--- src/rtl/clk_meas.sv ---
// Measures high time, low time, period and phase of an asynchronous periodic input
// in system-clock cycles, and flags an input that has stopped toggling.
module clk_meas #(
    parameter int CNT_W       = 16,
    parameter int SYNC_STAGES = 2,
    parameter int TIMEOUT_CYC = 1000
) (
    input  logic             clk,
    input  logic             rst_n,
    input  logic             en,
    input  logic             sig_in,
    input  logic             ref_tick,
    output logic             meas_valid,
    output logic [CNT_W-1:0] high_cnt,
    output logic [CNT_W-1:0] low_cnt,
    output logic [CNT_W:0]   period_cnt,
    output logic [CNT_W-1:0] phase_cnt,
    output logic             phase_valid,
    output logic             ovf,
    output logic             stuck
);

    localparam int              TO_W    = $clog2(TIMEOUT_CYC + 1);
    localparam logic [CNT_W-1:0] CNT_MAX = '1;
    localparam logic [CNT_W-1:0] CNT_ONE = CNT_W'(1);
    localparam logic [TO_W-1:0]  TO_LAST = TO_W'(TIMEOUT_CYC - 1);
    localparam logic [TO_W-1:0]  TO_ONE  = TO_W'(1);

    typedef enum logic [1:0] {IDLE, HIGH, LOW} state_t;

    state_t                 state_q, state_d;
    logic [SYNC_STAGES-1:0] sync_q;
    logic                   edge_q;
    logic                   sig_s, rise, fall;
    logic [CNT_W-1:0]       hcnt_q, hcnt_d, lcnt_q, lcnt_d;
    logic                   ovfp_q, ovfp_d;
    logic [TO_W-1:0]        sil_q, sil_d;
    logic                   latch, timeout;
    logic [CNT_W-1:0]       pcnt_q, pcnt_nxt, ph_pend_q;
    logic                   seen_q, phv_pend_q;

    assign sig_s = sync_q[SYNC_STAGES-1];
    assign rise  = sig_s & ~edge_q;
    assign fall  = ~sig_s & edge_q;

    // Synchronizer and edge-detect flop run regardless of en.
    always_ff @(posedge clk or negedge rst_n) begin
        if (!rst_n) begin
            sync_q <= '0;
            edge_q <= 1'b0;
        end else begin
            // NOTE: non-blocking assignments so every flop samples the pre-edge value of its source.
            sync_q <= {sync_q[SYNC_STAGES-2:0], sig_in};
            edge_q <= sig_s;
        end
    end

    always_ff @(posedge clk or negedge rst_n) begin
        if (!rst_n) begin
            state_q <= IDLE;
            hcnt_q  <= '0;
            lcnt_q  <= '0;
            ovfp_q  <= 1'b0;
            sil_q   <= '0;
        end else begin
            state_q <= state_d;
            hcnt_q  <= hcnt_d;
            lcnt_q  <= lcnt_d;
            ovfp_q  <= ovfp_d;
            sil_q   <= sil_d;
        end
    end

    always_comb begin
        // NOTE: every output of this block gets a default first so no path leaves a latch.
        state_d = state_q;
        hcnt_d  = hcnt_q;
        lcnt_d  = lcnt_q;
        ovfp_d  = ovfp_q;
        sil_d   = sil_q;
        latch   = 1'b0;
        timeout = 1'b0;
        if (!en) begin
            state_d = IDLE;
            hcnt_d  = '0;
            lcnt_d  = '0;
            ovfp_d  = 1'b0;
            sil_d   = '0;
        end else begin
            unique case (state_q)
                IDLE: begin
                    sil_d = '0;
                    if (rise) begin
                        state_d = HIGH;
                        hcnt_d  = CNT_ONE;
                        lcnt_d  = '0;
                        ovfp_d  = 1'b0;
                    end
                end
                HIGH: begin
                    if (fall) begin
                        state_d = LOW;
                        lcnt_d  = CNT_ONE;
                    end else if (hcnt_q == CNT_MAX) begin
                        ovfp_d = 1'b1;
                    end else begin
                        hcnt_d = hcnt_q + CNT_ONE;
                    end
                end
                LOW: begin
                    if (rise) begin
                        latch   = 1'b1;
                        state_d = HIGH;
                        hcnt_d  = CNT_ONE;
                        lcnt_d  = '0;
                        ovfp_d  = 1'b0;
                    end else if (lcnt_q == CNT_MAX) begin
                        ovfp_d = 1'b1;
                    end else begin
                        lcnt_d = lcnt_q + CNT_ONE;
                    end
                end
                default: state_d = IDLE;
            endcase
            // Silence timer only runs while a measurement is in progress.
            if (state_q != IDLE) begin
                if (rise || fall) begin
                    sil_d = '0;
                end else if (sil_q == TO_LAST) begin
                    timeout = 1'b1;
                    state_d = IDLE;
                    hcnt_d  = '0;
                    lcnt_d  = '0;
                    ovfp_d  = 1'b0;
                    sil_d   = '0;
                end else begin
                    sil_d = sil_q + TO_ONE;
                end
            end
        end
    end

    // Phase counter value as of the end of this cycle; a coincident ref_tick yields 0.
    assign pcnt_nxt = ref_tick ? '0 : ((pcnt_q == CNT_MAX) ? CNT_MAX : pcnt_q + CNT_ONE);

    always_ff @(posedge clk or negedge rst_n) begin
        if (!rst_n) begin
            pcnt_q     <= '0;
            seen_q     <= 1'b0;
            ph_pend_q  <= '0;
            phv_pend_q <= 1'b0;
        end else begin
            pcnt_q <= pcnt_nxt;
            if (ref_tick) seen_q <= 1'b1;
            if (en && rise) begin
                ph_pend_q  <= pcnt_nxt;
                phv_pend_q <= seen_q | ref_tick;
            end
        end
    end

    // The pending phase is read before being overwritten, so it travels with the period it opened.
    always_ff @(posedge clk or negedge rst_n) begin
        if (!rst_n) begin
            meas_valid  <= 1'b0;
            high_cnt    <= '0;
            low_cnt     <= '0;
            period_cnt  <= '0;
            phase_cnt   <= '0;
            phase_valid <= 1'b0;
            ovf         <= 1'b0;
            stuck       <= 1'b0;
        end else begin
            meas_valid <= latch;
            if (latch) begin
                high_cnt    <= hcnt_q;
                low_cnt     <= lcnt_q;
                period_cnt  <= {1'b0, hcnt_q} + {1'b0, lcnt_q};
                phase_cnt   <= ph_pend_q;
                phase_valid <= phv_pend_q;
                ovf         <= ovfp_q;
                stuck       <= 1'b0;
            end else if (timeout) begin
                stuck <= 1'b1;
            end
        end
    end

endmodule

--- config.mk ---
export PLATFORM = sky130hd
export DESIGN_NAME = clk_meas
export DESIGN_NICKNAME = d
export VERILOG_FILES = /design/src/rtl/clk_meas.sv
export SDC_FILE = /design/constraint.sdc
export NUM_CORES = 1
export LEC_CHECK = 0
export BUFFER_PORTS_ARGS = -buffer_cell sky130_fd_sc_hd__buf_2
export CAP_MARGIN = 20
export CORE_ASPECT_RATIO = 0.6
export CORE_MARGIN = 2
export CORE_UTILIZATION = 59
export CTS_CLUSTER_SIZE = 12
export DETAILED_ROUTE_END_ITERATION = 8
export GPL_TIMING_DRIVEN = 0
export HOLD_SLACK_MARGIN = 0.03
export PLACE_DENSITY_LB_ADDON = 0.1
export SLEW_MARGIN = 10
export SYNTH_ARGS = -nofsm -noshare
export SYNTH_HDL_FRONTEND = slang
export SYNTH_SLANG_ARGS = --single-unit
--- constraint.sdc ---
create_clock -name clk -period 2.6 [get_ports clk]
set_clock_uncertainty 0.2 [all_clocks]
set_input_delay 0.52 -clock clk [delete_from_list [all_inputs] [get_ports clk]]
set_output_delay 0.52 -clock clk [all_outputs]
set_load 0.02 [all_outputs]
==> results.md, run 1 <==
Routing:
- The number of vias per cell is slightly above 6.
- The total wire length is about 21,000 um.
- The via count is 6,499.
- The iteration-0 DRC count of the detailed router is around 640.
- The routed length per instance is 19.57 um.
- In the routed design, unresolved DRC markers number 0.
- The first TritonRoute pass finished after 5 iterations.
- The number of nets still failing antenna checks after routing is 0.

Timing:
- The final setup TNS is 0 ns.
- The share of the clock period used by the worst path after layout is 97.02%.
- The measured slew at the worst slew-check pin is around 0.87 ns.
- The final hold violation count is 0.
- Derived from the worst setup path, the maximum achievable clock frequency is roughly 400 MHz.
- The worst pin sits at a relative slew slack of a little over two fifths.
- The total count of max-transition violations in the final report is 0.
- The total of endpoints with negative setup slack in the final report is 0.
- The time the worst path needs with I/O delays and setup is between 2 and 3 ns.

Logic synthesis:
- The post-synth design cell area is 7450 sq um.
- The number of unique standard cell types used by synthesis is just under 60.
- The average instance area after synthesis is between 9 and 10 sq um.
- The synthesized flop and latch total is between 150 and 200.
- The number of synthesized flops with an enable pin is 0.
- For this run, the number of Yosys warnings is 0.
- The fraction of the yosys area taken by sequential cells is between 50% and 60%.
- The number of standard cells after synthesis is 801.
- The number of nets in the synthesized netlist is between 800 and 900.
- In the synthesized netlist the dominant register cell turns out to be sky130_fd_sc_hd__dfrtp_1.
- After synthesis, the share of flip-flops with an asynchronous set or reset is between 90% and 100%.

GRT:
- Summed over all layers, the global routing overflow is 0.
- The first global-routing pass estimated about 33,000 um of wire.
- Entering global routing, the biggest net connects 90 pins.
- In the global route stage, overall resource usage came out at between 30% and 40%.
- The initial antenna violation count is 0.
- The number of global-route vias before repair came to around 6,200.

Cells and area:
- The number of antenna diodes in the final layout is 0.
- After the flow finishes, the layout carries non-filler instances totaling roughly 1,100.
- The number of fillers in the final layout is ~910.
- Cells fill a little under three quarters of the core in the end.
- The multi-input combinational cells in the finished layout cover a total of about 3500 sq um.
- The area taken by flip-flops and latches is ~3800 sq um.
- The finished layout cell area is approximately 9000 sq um.
- After the last flow step, the layout net total stands at around 930.
- The area overhead of the layout relative to synthesis is 17.60%.
- The share of final-layout standard cells stronger than drive strength 1 is 18.79%.

Die:
- The chip width is 149.1 um.
- The full die area is around 14,000 sq um.
- The die is between 90 and 100 um tall.
- Pin placement for this block handled 74 I/O pins.
- The floorplan has 31 rows.
- The placeable core region is between 10,000 and 15,000 sq um.
- The initial utilization of the core area, before any placement, comes to between 60% and 70%.

Clock network:
- The tree is rooted in a sky130_fd_sc_hd__clkbuf_16.
- Counting along the longest clock path gives a buffer depth of 2.
- Buffers inserted during clock tree synthesis total 17.
- The clock insertion delay at the later pin of the skew report is about 0.42 ns.
- The clock net in this run drives a total of 151 sinks.
- The clock transition time at the flip-flop clock pins of the worst setup and hold paths is 0.07 ns.
- TritonCTS built the clock tree.
- The H-tree generated during clock tree synthesis spans 4 levels.

Critical path:
- The most prevalent standard cell on the critical path is sky130_fd_sc_hd__nor4_2.
- Walking the worst path, the cells encountered are nand4_1 > nor4_2 > nor4_2 > xor2_1 > a22oi_1 > nor2_1.
- At the worst endpoint, the arrival time is approximately 2.6 ns.
- The cell type group with the largest total delay on the critical path is simple AND/OR/NAND/NOR gates.
- Together, buffers and inverters on the worst path number 0.
- The kind of critical path is reg2reg.
- The biggest cell delay along the critical path is roughly 0.73 ns.
- The sort of element at the end of the critical path is a register.
- Along the worst path, the maximum fanout reaches 8.
- The slowest library cell on the worst path is sky130_fd_sc_hd__nor4_2.
- The sort of element at the start of the critical path is a register.
- Data on the critical path is required at its endpoint by ~2.7 ns.

Power:
- The power per unit of standard cell area is slightly below 600 nW/um^2.
- The largest vdd supply drop is ~0.42 mV.
- The analysis attributes to cell leakage a power of 4.355 nW.

Outcome:
- The run finished with clean final reports.

Placement:
- During placement, the flow inserted port buffers numbering 72.
- The number of placed instances, taps included is about 1,000.
- The global placer's final weighted congestion is between 0.9 and 1.
- Once placement finished, the instance area stood at ~8000 sq um.
- Once detailed placement completed, the half-perimeter wirelength came to approximately 15,000 um.

Run:
- The tool flagged a number of max-cap violations equal to 0.

Worst hold path:
- The type of the worst min-delay path is reg2reg.
## synthesized netlist by cell type, drive strengths merged (3+ instances only)
cell / n / share of area, %
or2: 5 / 0.45
and3: 8 / 0.67
nand4b: 4 / 0.47
o31ai: 4 / 0.40
mux2: 15 / 2.3
a21oi: 47 / 3.2
or3: 4 / 0.34
nand4: 13 / 1.4
dfrtp: 151 / 51
o22ai: 5 / 0.42
a311oi: 4 / 0.47
o21ai: 40 / 2.7
nor3: 17 / 1.2
nor2b: 4 / 0.34
a22oi: 7 / 0.71
inv: 12 / 0.60
and4: 3 / 0.35
nand3: 26 / 1.7
buf: 10 / 0.67
nor2: 55 / 2.8
a211oi: 9 / 0.97
nor4: 10 / 1.6
xor2: 18 / 2.1
xnor2: 17 / 2.0
a31oi: 9 / 0.76
a41oi: 7 / 0.82
nand2: 206 / 10
clkbuf: 30 / 1.5
nand2b: 10 / 0.84
o21a: 7 / 0.71
nor3b: 3 / 0.37
ha: 22 / 3.7
## logic make-up after synthesis
family	count (synthesis)	share of synthesized area (%)
AOI/OAI and AO/OA	152	12.60
xor gates and xnor gates	35	4.115
adders and majority gates	23	3.964
DFF	151	50.72
and+or+nand+nor	371	23.28
buffers and inverters	52	2.788
muxes	17	2.536
## metal layers
metal	wire (um)	GRT usage [%]
met1	10100	50.85
met2	8390	42.43
met3	2151	9.799
met4	395	8.175
met5	0	0
## path summary, 6_finish.rpt
kind / start / endpoint / cells after the start / slack (ns)
setup / recovery: hcnt_q[4] / hcnt_q[9] / 6 / 0.08
hold / removal: sync_q[0] / sync_q[1] / 0 / 0.17
setup reg to reg: hcnt_q[4] / hcnt_q[9] / 6 / 0.08
hold reg to reg: sync_q[0] / sync_q[1] / 0 / 0.17
max in group asynchronous: rst_n / lcnt_q[4] / 3 / 0.98
min in group asynchronous: rst_n / sync_q[0] / 2 / 0.41
## area by class of cell
cell class / instances / area share, %
sequential: 151 / 43.17
tap: 165 / 2.356
clock buffer: 19 / 5.170
inverter: 12 / 0.5141
timing repair buffer: 79 / 5.113
multi-input combinational: 598 / 40.29
buffer: 38 / 1.842
clock inverter: 13 / 1.542
## cells in the final DEF, fill, tap and decap left out, types with 9 or more instances in the layout
| master | count |
|---|---|
| sky130_fd_sc_hd__nand2_1 | 205 |
| sky130_fd_sc_hd__dfrtp_1 | 148 |
| sky130_fd_sc_hd__buf_2 | 81 |
| sky130_fd_sc_hd__nor2_1 | 55 |
| sky130_fd_sc_hd__a21oi_1 | 46 |
| sky130_fd_sc_hd__o21ai_0 | 34 |
| sky130_fd_sc_hd__nand3_1 | 26 |
| sky130_fd_sc_hd__clkbuf_1 | 23 |
| sky130_fd_sc_hd__ha_1 | 19 |
| sky130_fd_sc_hd__xor2_1 | 18 |
| sky130_fd_sc_hd__xnor2_1 | 17 |
| sky130_fd_sc_hd__clkbuf_16 | 17 |
| sky130_fd_sc_hd__nor3_1 | 16 |
| sky130_fd_sc_hd__mux2_2 | 13 |
| sky130_fd_sc_hd__inv_1 | 11 |
| sky130_fd_sc_hd__nand4_1 | 9 |
| sky130_fd_sc_hd__nand2b_1 | 9 |
| sky130_fd_sc_hd__a31oi_1 | 9 |
## state kept, by name (all words and copies together), names as in the netlist, 2 cells and up
signal      count
sil_q          10
phase_cnt      16
ph_pend_q      16
low_cnt        16
period_cnt     17
hcnt_q         16
pcnt_q         16
high_cnt       16
sync_q          2
lcnt_q         16
state_q         2
## power by group
part | internal, W | switching (W)
Clock | 0.00140 | 0.00106
Combinational | 0.0000710 | 0.000190
Sequential | 0.00239 | 0.0000235
## what timing repair did
action	4_1_cts	5_1_grt
hold buffers	2	0
gates resized for setup	8	17
endpoints found under the setup margin	37	75
pin swaps	1	4
setup buffers	1	3
endpoints found under the hold margin	63	0
## through the flow
stage	hold slack, ns	power (W)	setup slack (ns)
final	0.1743	0.005133	0.07735
after global routing	0.1810	0.005290	-0.02442
after CTS	0.1696	0.005142	-0.03016
after detailed placement	0.1496	0.002701	-0.3596
after global placement	0.1332	0.002685	-1.229
after floorplan	0.02441	0.002575	0.1789
No activity file was read; power rests on OpenSTA's default activity.
==> run 2, diff against run 1 <==
--- a/config.mk
+++ b/config.mk
@@ -9,7 +9,7 @@
 export CAP_MARGIN = 20
 export CORE_ASPECT_RATIO = 0.6
 export CORE_MARGIN = 2
-export CORE_UTILIZATION = 59
+export CORE_UTILIZATION = 45
 export CTS_CLUSTER_SIZE = 12
 export DETAILED_ROUTE_END_ITERATION = 8
 export GPL_TIMING_DRIVEN = 0
==> run 2 against run 1 <==
Compared with the run above: non-clock buffer count down 2; global-route usage down 7.8 points; critical path depth up 3; combinational power is 3% lower; sequential power is essentially flat; design area is 0.84% higher; worst hold slack got worse by 0.025 ns; worst setup slack better by 0.026 ns.
==> results.md, run 2 (synthesized netlist as in run 1, its figures left out) <==
Power:
- The combinational cell fraction of total power is under 10%.
- The largest vdd supply drop is between 0.2 and 0.3 mV.
- The static leakage power is 4.333 nW.
- The cell internal power dissipation is a little under 0.004 W.
- For this design the ratio of total power to cell area is between 500 and 600 nW/um^2.
- In this run the power spent charging and discharging nets is ~0.0013 W.
- The power share of the sequential group is between 40% and 50%.
- The overall power after layout is 0.005181 W.
- The switching part of the total power is 25.00%.
- The clock network burns around half of the power.

GRT:
- The wire length of the first global-routing pass is roughly 33,000 um.
- The number of global-route vias before repair is around 6,000.
- The total routing usage reported by global routing is roughly a quarter.
- The met2 usage in global routing is around 32%.
- The met1 demand-to-capacity share in global routing is 38.48%.
- The maximum number of pins on one net before global-route repair is 89.
- The overall overflow remaining after global route is 0.
- The initial antenna violation count was 0.
- The fraction of met3 tracks used by global routing is 6.267%.
- The busiest layer in global routing is met1.

Placement:
- The count of input and output buffers is slightly above 70.
- The total half-perimeter wirelength after legalization and detailed placement is roughly 15,000 um.
- Routability-driven placement finished with a final weighted congestion of approximately 0.89.
- The cell area reported after detailed placement is slightly above 8000 sq um.

Die:
- The die is between 150 and 200 um wide.
- The floorplan step set the die height to slightly above 100 um.
- The initial cell density of the core is 45.94%.
- The floorplan step defined a die boundary enclosing about 18,000 sq um.
- In this run the standard cell core region covers approximately 16,000 sq um.
- 74 I/O pins were placed.
- The number of standard-cell rows in the floorplan is 36.

Cells and area:
- The most frequent standard cell in the layout excluding fill and tap cells is sky130_fd_sc_hd__nand2_1.
- The area overhead of the layout relative to synthesis is 18.59%.
- Cells fill between 50 and 60% of the core in the end.
- After routing the design area is 8835 sq um.
- Leaving out fill and tap cells, the most frequent cells in the layout are sky130_fd_sc_hd__nand2_1, sky130_fd_sc_hd__dfrtp_1, sky130_fd_sc_hd__buf_2.
- The final layout contains 923 nets.
- The register with the most flip-flops in the layout has 17 of them.
- The largest register by flop count is period_cnt.
- Cells with a size suffix above 1 make up about a fifth of the layout.

Routing:
- The first TritonRoute pass finished after 5 iterations.
- For this block, the routed nets add up to around 20,000 um of wire.
- The number of nets still failing antenna checks after routing is 0.
- In the final routed layout, each cell accounts on average for 18.35 um.
- The number of vias per cell is 5.582.
- The first routing iteration left between 500 and 600 violations.
- Summing over every cut layer, the via total after detailed routing is roughly 6,200.
- The post-detailed-route DRC marker count is 0.

Timing:
- The total count of max-transition violations in the final report is 0.
- The final setup TNS is 0 ns.
- The measured slew at the worst slew-check pin is 0.7705 ns.
- Timing would allow up to approximately 400 MHz.
- The share of the clock period used by the worst path after layout is around 96%.
- The total of endpoints with negative setup slack in the final report is 0.
- The tightest hold path in the finished design has a slack of 0.1495 ns.
- The time the worst path needs with I/O delays and setup is 2.497 ns.
- Headroom to the max-slew limit came out at 48.64%.
- The final hold violation count is 0.

Critical path:
- The total buffers and inverters traversed by the critical path is 1.
- Grouping stages by cell kind, the critical path spends the most delay in compound AO/OA/AOI/OAI gates.
- The signal arrival time at the worst endpoint is 2.63 ns.
- The slowest library cell on the worst path is sky130_fd_sc_hd__fa_1.
- In this design, the stage delay of the slowest critical-path cell is 0.42 ns.
- The sort of element at the start of the critical path is a register.
- The kind of critical path is reg2reg.
- The sort of element at the end of the critical path is a register.
- For the worst setup path, the data required time is ~2.7 ns.
- The signal on the critical path passes through ha_2 > inv_1 > fa_1 > nand2b_4 > a21oi_4 > o2111ai_4 > a41oi_2 > nor3_1 > o31ai_1.
- Along the worst path, the maximum fanout reaches 3.

Clock network:
- The deepest clock path buffer count is 2.
- TritonCTS created 17 clock buffers.
- The later pin in the worst-skew pair is clocked with a latency of around 0.43 ns.
- The clock root buffer is sky130_fd_sc_hd__clkbuf_16.
- Clock tree synthesis found a total of between 150 and 200 sinks.
- The number of levels the H-tree was split into is 4.
- TritonCTS built the clock tree.
- The clock transition time at the flip-flop clock pins of the worst setup and hold paths is roughly 0.07 ns.

Outcome:
- The run finished with clean final reports.

Worst hold path:
- The worst hold path belongs to the class reg2reg.

Run:
- The reported max-cap violation count is 0.
## run 2: cell types whose count changed in the layout (fill, tap and decap cells not counted), sizes merged
cell,before,now
inv,19,18
buf,87,86
clkinvlp,1,3
diode,0,1
clkinv,4,2
## run 2: cell type report
cell class,instances,area (sq um)
multi-input combinational,598,3541
timing repair buffer,78,440.4
clock buffer,20,466.7
clock inverter,12,132.6
tap,209,261.5
fill,1529,7381
antenna,1,2.502
buffer,37,160.2
inverter,12,47.55
sequential,151,3782
## run 2: power groups by stage
| stage | Sequential (W) | Combinational (W) | Clock [W] |
|---|---|---|---|
| final | 0.00241 | 0.000254 | 0.00252 |
| after global routing | 0.00241 | 0.000285 | 0.00266 |
| after CTS | 0.00241 | 0.000251 | 0.00255 |
| after detailed placement | 0.00246 | 0.000242 | 0 |
| after global placement | 0.00245 | 0.000230 | 0 |
| after floorplan | 0.00247 | 0.000103 | 0 |
## run 2: routing by layer
metal / share of wire (%) / routed length [um]
met4: 0.97 / 198
met5: 0.48 / 99
met2: 40 / 8197
met3: 6.9 / 1420
met1: 52 / 10600
## run 2: metrics by stage
stage | worst slack [ns] | std cells
after CTS | 0.01437 | 1117
after detailed placement | -0.4329 | 1083
final | 0.1033 | 1118
after global routing | -0.008650 | 1117
after global placement | -1.338 | 1082
after floorplan | 0.1789 | 801
## run 2: repair_timing
action,CTS,global route
hold buffers,2,0
gates resized for setup,10,18
buffers inserted,1,2
setup endpoints to repair,75,75
gates cloned,0,0
pin swaps,1,2
endpoints found under the hold margin,64,0
## run 2: final timing paths
| check | from | end | slack, ns | depth (start not counted) |
|---|---|---|---|---|
| hold / removal | sync_q[0] | sync_q[1] | 0.15 | 0 |
| setup reg to reg | hcnt_q[0] | period_cnt[14] | 0.10 | 9 |
| max in group asynchronous | rst_n | low_cnt[3] | 0.99 | 3 |
| hold reg to reg | sync_q[0] | sync_q[1] | 0.15 | 0 |
| setup / recovery | hcnt_q[0] | period_cnt[14] | 0.10 | 9 |
| min in group asynchronous | rst_n | high_cnt[4] | 0.40 | 2 |
## run 2: worst register-to-register path, stage by stage (launching register included)
cell	delay [ns]
sky130_fd_sc_hd__dfrtp_2	0.38
sky130_fd_sc_hd__ha_2	0.22
sky130_fd_sc_hd__inv_1	0.06
sky130_fd_sc_hd__fa_1	0.42
sky130_fd_sc_hd__nand2b_4	0.19
sky130_fd_sc_hd__a21oi_4	0.21
sky130_fd_sc_hd__o2111ai_4	0.18
sky130_fd_sc_hd__a41oi_2	0.26
sky130_fd_sc_hd__nor3_1	0.07
sky130_fd_sc_hd__o31ai_1	0.23
